--- src/rtl/sum_para_pkg.sv ---
`default_nettype none
// ============================================================================
// Module      : sum_para_pkg
// Description : Shared types for the sum_para loadable counter (FSM states).
// Revision    : 1.0 - initial release
// ============================================================================
package sum_para_pkg;

    // Counter sequencing states
    typedef enum logic [1:0] {
        IDLE  = 2'd0,
        COUNT = 2'd1,
        DONE  = 2'd2
    } state_t;

endpackage
`default_nettype wire

--- src/rtl/sum_para.sv ---
`default_nettype none
// ============================================================================
// Module      : sum_para
// Description : N-bit start/stop counter with terminal-count pulse, one-shot
//               or wrapping mode, and a synchronous parallel-load override.
// Revision    : 1.0 - initial release
// ============================================================================
module sum_para
    import sum_para_pkg::*;
#(
    parameter int N = 4
)
(
    input  logic         clk,
    input  logic         reset,
    input  logic         start,
    input  logic         stop,
    input  logic         en,
    input  logic         wrap,
    input  logic [N-1:0] limit,
    input  logic         we,
    input  logic [N-1:0] wq,
    output logic [N-1:0] q,
    output logic         tc,
    output logic         busy,
    output logic         done
);

    localparam logic [N-1:0] c_zero = '0;
    localparam logic [N-1:0] c_one  = {{(N-1){1'b0}}, 1'b1};

    state_t         r_state;
    state_t         w_state_nxt;
    logic [N-1:0]   r_q;
    logic [N-1:0]   w_q_nxt;
    logic           r_tc;
    logic           w_tc_nxt;
    logic           r_busy;
    logic           r_done;

    // Next state / next count / terminal pulse. The load strobe is applied
    // last so it overrides any count update but never alters the transition.
    always_comb begin
        w_state_nxt = r_state;
        w_q_nxt     = r_q;
        w_tc_nxt    = 1'b0;

        case (r_state)
            IDLE: begin
                // stop outranks start even when already idle
                if (start && !stop) begin
                    w_state_nxt = COUNT;
                    w_q_nxt     = c_zero;
                end
            end
            COUNT: begin
                if (stop) begin
                    w_state_nxt = IDLE;
                end else if (start) begin
                    // restart from zero without a terminal pulse
                    w_q_nxt = c_zero;
                end else if (en) begin
                    if (r_q == limit) begin
                        w_tc_nxt = 1'b1;
                        if (wrap) begin
                            w_q_nxt = c_zero;
                        end else begin
                            w_state_nxt = DONE;
                        end
                    end else begin
                        // natural modulo 2^N rollover handles q > limit after a load
                        w_q_nxt = r_q + c_one;
                    end
                end
            end
            DONE: begin
                if (stop) begin
                    w_state_nxt = IDLE;
                end else if (start) begin
                    w_state_nxt = COUNT;
                    w_q_nxt     = c_zero;
                end
            end
            default: begin
                w_state_nxt = IDLE;
            end
        endcase

        if (we) begin
            w_q_nxt  = wq;
            w_tc_nxt = 1'b0;
        end
    end

    // State, count, pulse and status flags all registered together
    always_ff @(posedge clk or posedge reset) begin
        if (reset) begin
            r_state <= IDLE;
            r_q     <= c_zero;
            r_tc    <= 1'b0;
            r_busy  <= 1'b0;
            r_done  <= 1'b0;
        end else begin
            r_state <= w_state_nxt;
            r_q     <= w_q_nxt;
            r_tc    <= w_tc_nxt;
            r_busy  <= (w_state_nxt == COUNT);
            r_done  <= (w_state_nxt == DONE);
        end
    end

    assign q    = r_q;
    assign tc   = r_tc;
    assign busy = r_busy;
    assign done = r_done;

endmodule
`default_nettype wire

--- config.mk ---
export PLATFORM = sky130hd
export DESIGN_NAME = sum_para
export DESIGN_NICKNAME = d
export VERILOG_FILES = /design/src/rtl/sum_para_pkg.sv /design/src/rtl/sum_para.sv
export SDC_FILE = /design/constraint.sdc
export NUM_CORES = 1
export LEC_CHECK = 0
export CAP_MARGIN = 15
export CORE_MARGIN = 2
export CORE_UTILIZATION = 30
export CTS_BUF_LIST = sky130_fd_sc_hd__clkbuf_4 sky130_fd_sc_hd__clkbuf_8
export DETAILED_ROUTE_END_ITERATION = 12
export HOLD_SLACK_MARGIN = 0.15
export SYNTH_ARGS = -nofsm -noshare
export SYNTH_HDL_FRONTEND = slang
export SYNTH_SLANG_ARGS = --single-unit
--- constraint.sdc ---
create_clock -name clk -period 2.4 [get_ports clk]
set_input_delay 0.24 -clock clk [delete_from_list [all_inputs] [get_ports clk]]
set_output_delay 0.24 -clock clk [all_outputs]
set_load 0.02 [all_outputs]
==> reports/qor.yml, run 1 <==
run_status:
  status: "complete, no violations"
grt:
  antenna_found_initial: 0
  grt_pass1_wl_um: 2790
  grt_pass1_vias: 623
  grtUsageTotal_pct: 14.9
  grt_max_degree: 12
  grt_remaining_overflow: 0
critical_path:
  cp-start-kind: "flip-flop"
  r2r_start: "r_state[0]"
  worstPathRequired_ps: 2550
  crit_fanout: 8
  r2r-end: "q[3]"
  critPathKind: "reg -> reg"
  r2r_setup_slack_ps: 400
  end_kind: "flip-flop"
  worstRegToRegCells: 7
  cp.arrival_ps: 2150
clocking:
  cts_buffer_depth: 2
  tritoncts: "yes"
  htree_num_levels: 1
  hold_buffers: 0
  cts_buffers: 3
  cts_root_buffer: "clkbuf_4"
  postCtsSetupBuffers: 0
  post_cts_resized: 0
  clk_pin_slew_ps: 70
  cts_num_sinks: 9
  clkLatencyLatePin_ps: 270
drt:
  drcViolationCount: 0
  vias: 652
  firstDrtPassIters: 5
  ant_nets: 0
  post_drt_wl_per_cell_um: 13.1
  wirelength_um: 1660
  drt-initial-drc-count: 3
  routed_via_density: 5.13
final_layout:
  fin_area_um2: 932
  final_nets: 120
  antenna_cells: 0
  n_fill_cell: 214
  final_common_cell: "clkdlybuf4s50_1"
  fin_cells: 127
  area_growth_pct: 38.5
  multi_input_area_um2: 413
  final_cell_mix: "clkdlybuf4s50_1 (21), nor2_1 (9), dfrtp_1 (9)"
  regArea_um2: 225
  drive_above_1_share_pct: 8.08
synth:
  syn_avg_cell_area_um2: 8.86
  yosys.area.top_type: "dfrtp_1"
  synth_ff_type: "dfrtp_1"
  syn-num-nets: 96
  synth_area_leaders: "dfrtp_1 (33%), ha_1 (9.3%), o221ai_1 (5.2%)"
  synth-seq-cells: 9
  synth_edf_count: 0
  netlist_area_um2: 673
  yosysTopAreaCellShare_pct: 33.5
  ys_warn_count: 0
  ys_seq_area_share_pct: 33.5
  synth_cell_types: 32
  async_flop_share_pct: 100
  synthCells: 76
job:
  maxCapViolCount: 0
die:
  core-area_mm2: 0.00217
  fp.dieH_um: 51.4
  die_area_mm2: 0.00264
  initial_core_util_pct: 31.0
  top_level_ports: 22
  rows: 17
  die_x_um: 51.4
sta:
  maxSlewViolCount: 0
  fin_tns_setup_ps: 0
  setup_slack_ps: 400
  tightest_slew_ps: 537
  max_freq_mhz: 500
  rsz0062_at_grt: "false"
  hold_viol_final: 0
  post-route-period-util_pct: 83.3
  fin_crit_ps: 2000
  finalSetupViolations: 0
  clock_skew_ps: 9.12
  maxSlewHeadroom_pct: 63.3
power_and_ir_drop:
  power.leakage_nw: 0.389
  power_density_mw_per_mm2: 670
  power_w: 0.000625
  irDropWorstVdd_mv: 0.360
place:
  dp.cells: 123
  portBuffers: 21
  dpl_cell_area_um2: 902
  gp_congestion: 0.782
  place_ws_ps: 437
  hpwl_um: 1280
hold_path:
  hold_path.class: "in -> async"
-- cells in the mapped netlist (all sizes together), types with 2 or more instances --
master,count
ha,5
o221ai,4
nand2,6
xnor2,4
a21oi,2
inv,5
nor2,9
nand3,3
o21ai,3
nand2b,3
dfrtp,9
buf,2
nand4,3
nor3,3
-- where the power goes --
| part | internal, W | switching, W |
|---|---|---|
| clock network | 0.0000756 | 0.0000579 |
| logic | 0.000136 | 0.000150 |
| registers | 0.000176 | 0.0000289 |
-- routing by layer --
metal / share of wire, % / vias to the layer above / global-route usage, % / routed length (µm)
li1: - / 323 / - / -
met1: 47 / 292 / 19.6 / 786
met2: 42 / 26 / 18.6 / 690
met3: 5.4 / 11 / 3.22 / 89
met4: 5.7 / 0 / 15.8 / 95
met5: 0 / - / 0 / 0
-- final cells by class --
class                   instances  area share, %
repair buffers                 21           22.6
well taps                      28           3.76
multi-input cells              60           44.3
flip-flops and latches          9           24.2
clock buffers                   4           3.22
inverters                       5           2.01
-- per-stage QoR --
| step | hold slack (ps) | utilization [%] |
|---|---|---|
| after floorplan | 67.9 | - |
| after global placement | 533 | 41.6 |
| after detailed placement | 536 | 41.6 |
| after CTS | 237 | 43.0 |
| after global routing | 256 | 43.0 |
| final | 225 | 43.0 |
-- flip-flops by register name, summed over array words and instances, names as in the netlist --
name / flops
done: 1
busy: 1
r_state: 2
tc: 1
q: 4
-- how the worst max path moves through the flow --
stage,cells past startpoint,endpoint,start
floorplan,8,q[3],r_state[0]
global placement,5,busy,r_state[0]
detailed placement,7,q[3],r_state[0]
CTS,7,q[3],r_state[0]
global route,7,q[3],r_state[0]
finish,7,q[3],r_state[0]
-- cell families after synthesis --
family | Yosys count | synth area share (%)
mux | 1 | 1.49
buf+inv | 7 | 5.20
xor+xnor | 4 | 5.20
fa+ha+maj | 5 | 9.29
compound gates | 16 | 18.6
simple gates | 34 | 26.8
flops | 9 | 33.5
-- critical path: stages, from the launching register on --
cell      delay (ps)
dfrtp_1          410
inv_1            100
ha_1             300
or4b_4           540
o21ai_2          110
o211ai_2         160
a21oi_1          160
o221ai_1         110
(Power assumes the default switching activity.)
==> run 2: changes to the inputs <==
==> constraint.sdc (replaced) <==
create_clock -name clk -period 2 [get_ports clk]
set_input_delay 0.2 -clock clk [delete_from_list [all_inputs] [get_ports clk]]
set_output_delay 0.2 -clock clk [all_outputs]
set_load 0.02 [all_outputs]
==> run 2 against run 1 <==
  * Combinational power up 33%
  * Clock-buffer cell count is the same
  * Sequential share of layout area fell by 0.88 points
  * Die area unchanged
  * Utilization rose by 1.6 points
  * Design area is 3.8% higher
  * Largest power group unchanged
==> reports/qor.yml, run 2 (same netlist as run 1, synthesis figures left out) <==
critical_path:
  path_depth: 6  # -1
  end_kind: "flip-flop"
  cp.arrival_ps: 2070  # -80 ps
  setup.worst_path.start: "r_state[0]"
  crit_fanout: 5  # -3
  crit_chain: "inv_2 > ha_2 > or4b_4 > o21ai_4 > nand4_1 > o221ai_1"
  worstPathRequired_ps: 2170  # -380 ps
  path_buf_inv: 1  # unchanged
  critPathMaxStageDelay_ps: 470  # -70 ps
  cp-start-kind: "flip-flop"
  r2r-end: "q[3]"
  r2r_start: "r_state[0]"
  crit_family: "simple AND/OR/NAND/NOR gates"
  critPathKind: "reg -> reg"
  cpMaxStageDelayCell: "or4b_4"
  r2r_setup_slack_ps: 100  # -300 ps
  worstRegToRegCells: 6  # -1
sta:
  fin_crit_ps: 1900  # -96.9 ps
  finalSetupViolations: 0  # unchanged
  clock_skew_ps: 2.43  # -6.69 ps
  tightest_slew_ps: 418  # -118 ps
  hold_viol_final: 0  # unchanged
  maxSlewHeadroom_pct: 71.4  # +8.1 points
  rsz0062_at_grt: "false"
  maxSlewViolCount: 0  # unchanged
  post-route-period-util_pct: 95.1  # +12 points
  fin_tns_setup_ps: 0  # unchanged
  max_freq_mhz: 526  # +5.1%
die:
  fp.dieH_um: 51.4  # unchanged
  top_level_ports: 22  # unchanged
  die_area_mm2: 0.00264  # unchanged
  core-area_mm2: 0.00217  # unchanged
  rows: 17  # unchanged
  initial_core_util_pct: 31.0  # unchanged
  die_x_um: 51.4  # unchanged
clocking:
  cts_buffers: 3  # unchanged
  clk_pin_slew_ps: 60  # about the same
  cts_buffer_depth: 2  # unchanged
  clkLatencyLatePin_ps: 260  # about the same
  htree_num_levels: 1  # unchanged
  tritoncts: "yes"
  cts_root_buffer: "clkbuf_4"
  cts_num_sinks: 9  # unchanged
job:
  maxCapViolCount: 0  # unchanged
grt:
  grt_remaining_overflow: 0  # unchanged
  grt_pass1_wl_um: 2680  # -4.2%
  grt_max_degree: 12  # unchanged
  antenna_found_initial: 0  # unchanged
  grt_pass1_vias: 602  # -3.4%
  grtUsageTotal_pct: 13.9  # -0.94 points
drt:
  ant_nets: 0  # unchanged
  drt-initial-drc-count: 30  # +27
  vias: 678  # +4.0%
  post_drt_wl_per_cell_um: 12.7  # -2.9%
  drcViolationCount: 0  # unchanged
  routed_via_density: 5.22  # +1.6%
  firstDrtPassIters: 7  # +2
  wirelength_um: 1650  # -0.60%
place:
  hpwl_um: 1230  # -3.4%
  gp_congestion: 0.793  # +1.4%
  portBuffers: 21  # unchanged
power_and_ir_drop:
  power_w: 0.000779  # +25%
  power.leakage_nw: 0.402  # +3.5%
  irDropWorstVdd_mv: 0.610  # +70%
  power_density_mw_per_mm2: 805  # +20%
final_layout:
  largest_reg_flops: 4  # unchanged
  antenna_cells: 0  # unchanged
  final_nets: 123  # +2.5%
  drive_above_1_share_pct: 13.7  # +5.6 points
  final_cell_mix: "clkdlybuf4s50_1 (21), nor2_1 (9), dfrtp_1 (9)"
  final_common_cell: "clkdlybuf4s50_1"
  area_growth_pct: 43.7
hold_path:
  hold_path.class: "in -> async"
run_status:
  status: "complete, no violations"
## run 2: changes by cell type in the layout (fill, tap and decap cells not counted)
cell	before	now
inv_2	0	1
o21ai_4	0	1
buf_4	0	3
ha_1	5	3
ha_2	0	2
o21ai_2	1	0
inv_1	5	4
## run 2: report_power, final
part | switching (W) | total [W] | internal (W) | leakage, nW
clock | 0.0000617 | 0.000152 | 0.0000903 | 0.0184
sequential | 0.0000348 | 0.000246 | 0.000212 | 0.117
combinational | 0.000190 | 0.000381 | 0.000190 | 0.267
total | 0.000287 | 0.000779 | 0.000492 | 0.402
## run 2: per-stage QoR
step	std cells	setup slack (ps)	utilization [%]	hold WS, ps	area [µm²]
after CTS	129	15.6	43.7	205	947
after floorplan	76	180	-	27.9	673
after detailed placement	125	29.8	42.3	489	917
after global routing	130	1.96	44.6	207	967
final	130	97.4	44.6	196	967
after global placement	125	108	42.3	494	917
## run 2: how the worst max path moves through the flow
stage	slack, ps	end
finish	100	q[3]
global route	2	q[3]
CTS	20	q[3]
detailed placement	30	q[3]
global placement	110	q[2]
floorplan	180	q[3]
## run 2: metal layers
metal	up-vias	track usage [%]	wire length (µm)	share of wire, %
li1	327	-	-	-
met1	314	20.3	771	47
met2	31	17.7	718	43
met3	6	2.05	115	7.0
met4	0	11.0	45	2.7
met5	-	0	0	0
## run 2: timing repair
action,in CTS,in global routing
endpoints found under the setup margin,0,5
hold buffers,0,0
buffers inserted,0,1
resized for setup,0,4
## run 2: layout make-up
| type | count | area [µm²] |
|---|---|---|
| clock buffers | 4 | 30.0 |
| inverters | 5 | 18.8 |
| fillers | 217 | 1200 |
| flip-flops and latches | 9 | 225 |
| repair buffers | 24 | 233 |
| well taps | 28 | 35.0 |
| multi-input cells | 60 | 425 |
## run 2: worst register-to-register path: cells and delay by family, from the launching register on
kind / cells / cell delay, ps
DFF: 1 / 420
adders and majority gates: 1 / 320
and+or+nand+nor: 2 / 670
buffers and inverters: 1 / 70
AOI/OAI and AO/OA: 2 / 330
==> run 3: changes to the inputs <==
--- a/config.mk
+++ b/config.mk
@@ -7,10 +7,11 @@
 export LEC_CHECK = 0
 export CAP_MARGIN = 15
 export CORE_MARGIN = 2
-export CORE_UTILIZATION = 30
+export CORE_UTILIZATION = 40
 export CTS_BUF_LIST = sky130_fd_sc_hd__clkbuf_4 sky130_fd_sc_hd__clkbuf_8
 export DETAILED_ROUTE_END_ITERATION = 12
 export HOLD_SLACK_MARGIN = 0.15
+export PLACE_DENSITY = 0.71
 export SYNTH_ARGS = -nofsm -noshare
 export SYNTH_HDL_FRONTEND = slang
 export SYNTH_SLANG_ARGS = --single-unit
==> run 3 against run 2 <==
  * Critical path depth grew 1
  * Highest routed layer is now met3
  * Fmax is 0.33% lower
  * Sequential share of layout area rose by 0.50 points
  * Clock-buffer cell count unchanged
  * Final cell count decreased by 10%
  * Via count fell by 4.3%
  * Combinational power decreased by 2%
  * Power is 0.73% lower
  * Hold slack got worse by 6.3 ps
==> reports/qor.yml, run 3 (same netlist as run 1, synthesis figures left out) <==
clocking:
  postCtsSetupBuffers: 0  # unchanged
  clkLatencyLatePin_ps: 260  # about the same
  clk_pin_slew_ps: 70  # about the same
  cts_buffers: 3  # unchanged
  hold_buffers: 0  # unchanged
  cts_root_buffer: "clkbuf_4"
  cts_buffer_depth: 2  # unchanged
  tritoncts: "yes"
  htree_num_levels: 1  # unchanged
  cts_num_sinks: 9  # unchanged
final_layout:
  antenna_cells: 0  # unchanged
  final_cell_mix: "clkdlybuf4s50_1 (21), nor2_1 (9), dfrtp_1 (8)"
  final_nets: 122  # -0.81%
  drive_above_1_share_pct: 14.9  # +1.1 points
  final_common_cell: "clkdlybuf4s50_1"
  area_growth_pct: 41.4
  largest_reg_flops: 4  # unchanged
critical_path:
  critPathMaxStageDelay_ps: 460  # about the same
  path_buf_inv: 1  # unchanged
  path_depth: 7  # +1
  worstPathRequired_ps: 2130  # -40 ps
  crit_chain: "inv_1 > ha_2 > or4b_4 > o21ai_2 > o211ai_2 > nor2_1 > o221ai_1"
  cpMaxStageDelayCell: "or4b_4"
  worstRegToRegCells: 7  # +1
  crit_family: "simple AND/OR/NAND/NOR gates"
  crit_fanout: 4  # -1
  end_kind: "flip-flop"
  cp.arrival_ps: 2040  # -30 ps
  cp-start-kind: "flip-flop"
  critPathKind: "reg -> reg"
sta:
  max_freq_mhz: 524  # -0.33%
  post-route-period-util_pct: 95.4  # +0.32 points
  hold_viol_final: 0  # unchanged
  maxSlewViolCount: 0  # unchanged
  finalSetupViolations: 0  # unchanged
  clock_skew_ps: 9.62  # +7.19 ps
  timing.hold.ws_ps: 190  # -6.27 ps
  fin_crit_ps: 1910  # +6.30 ps
  maxSlewHeadroom_pct: 70.7  # -0.66 points
  tightest_slew_ps: 438  # +19.9 ps
grt:
  grt_max_degree: 12  # unchanged
  grtUsageTotal_pct: 17.5  # +3.6 points
  grt_pass1_vias: 580  # -3.7%
  antenna_found_initial: 0  # unchanged
  grt_remaining_overflow: 0  # unchanged
  grt_pass1_wl_um: 2570  # -4.1%
drt:
  post_drt_wl_per_cell_um: 13.5  # +6.2%
  drt-initial-drc-count: 11  # -63%
  wl_met3_um: 69  # -40%
  routed-wl-met2_um: 769  # +7.1%
  routed_via_density: 5.55  # +6.4%
  ant_nets: 0  # unchanged
  highest_layer: "met3"
  vias: 649  # -4.3%
  wirelength_um: 1580  # -4.4%
  wl_met1_um: 739  # -4.2%
  drcViolationCount: 0  # unchanged
  firstDrtPassIters: 4  # -3
die:
  top_level_ports: 22  # unchanged
  fp.dieH_um: 45.0  # -12%
  die_x_um: 45.0  # -12%
  rows: 14  # -3
  die_area_mm2: 0.00203  # -23%
  core-area_mm2: 0.00154  # -29%
  initial_core_util_pct: 43.7  # +13 points
power_and_ir_drop:
  power.leakage_nw: 0.399  # -0.75%
  power_density_mw_per_mm2: 812  # +0.84%
  power_w: 0.000773  # -0.73%
  irDropWorstVdd_mv: 0.522  # -15%
job:
  maxCapViolCount: 0  # unchanged
place:
  portBuffers: 21  # unchanged
  hpwl_um: 1220  # -1.1%
  gp_congestion: 0.811  # +2.4%
hold_path:
  hold_path.class: "in -> async"
run_status:
  status: "complete, no violations"
==> run 3: timing repair <==
| action | CTS | global route |
|---|---|---|
| hold endpoints to repair | 0 | 0 |
| endpoints found under the setup margin | 1 | 4 |
| gates resized for setup | 1 | 5 |
==> run 3: path summary, 6_finish.rpt <==
path,from,end,slack (ps)
hold reg to reg,q[3],q[3],660
min in group clk,wq[0],q[0],510
max in group asynchronous,reset,r_state[0],1530
setup / recovery,r_state[1],q[2],90
setup reg to reg,r_state[1],q[2],90
hold / removal,reset,q[2],190
==> run 3: report_power, final <==
part	total (W)	internal, W	switching [W]
Sequential	0.000249	0.000213	0.0000361
Combinational	0.000372	0.000182	0.000189
Clock	0.000153	0.0000903	0.0000623
Total	0.000773	0.000486	0.000288
==> run 3: layout make-up <==
| cell class | count | area, µm² |
|---|---|---|
| clock buffer | 4 | 30.0 |
| fill | 140 | 589 |
| inverter | 5 | 18.8 |
| multi-input combinational | 60 | 432 |
| sequential | 9 | 226 |
| tap | 16 | 20.0 |
| timing repair buffer | 23 | 225 |
==> run 3: worst register-to-register path: stages, from the launching register on <==
cell and delay [ps]:
dfrtp_1 410, inv_1 90, ha_2 330, or4b_4 460, o21ai_2 100, o211ai_2 170
nor2_1 130, o221ai_1 110
==> run 3: metal layers <==
metal / up-vias / track usage [%]
met1: 304 / 22.4
met5: - / 0
met3: 0 / 6.00
met2: 18 / 28.6
met4: 0 / 3.53
li1: 327 / -
==> run 3: per-stage QoR <==
step,cell area (µm²),setup TNS (ps),utilization (%),instances,setup slack [ps]
after floorplan,673,0,-,76,180
after global placement,902,0,58.5,113,124
after detailed placement,902,-32.4,58.5,113,-32.4
after CTS,933,0,60.6,117,29.2
after global routing,952,-0.480,61.8,117,-0.480
final,952,0,61.8,117,91.1
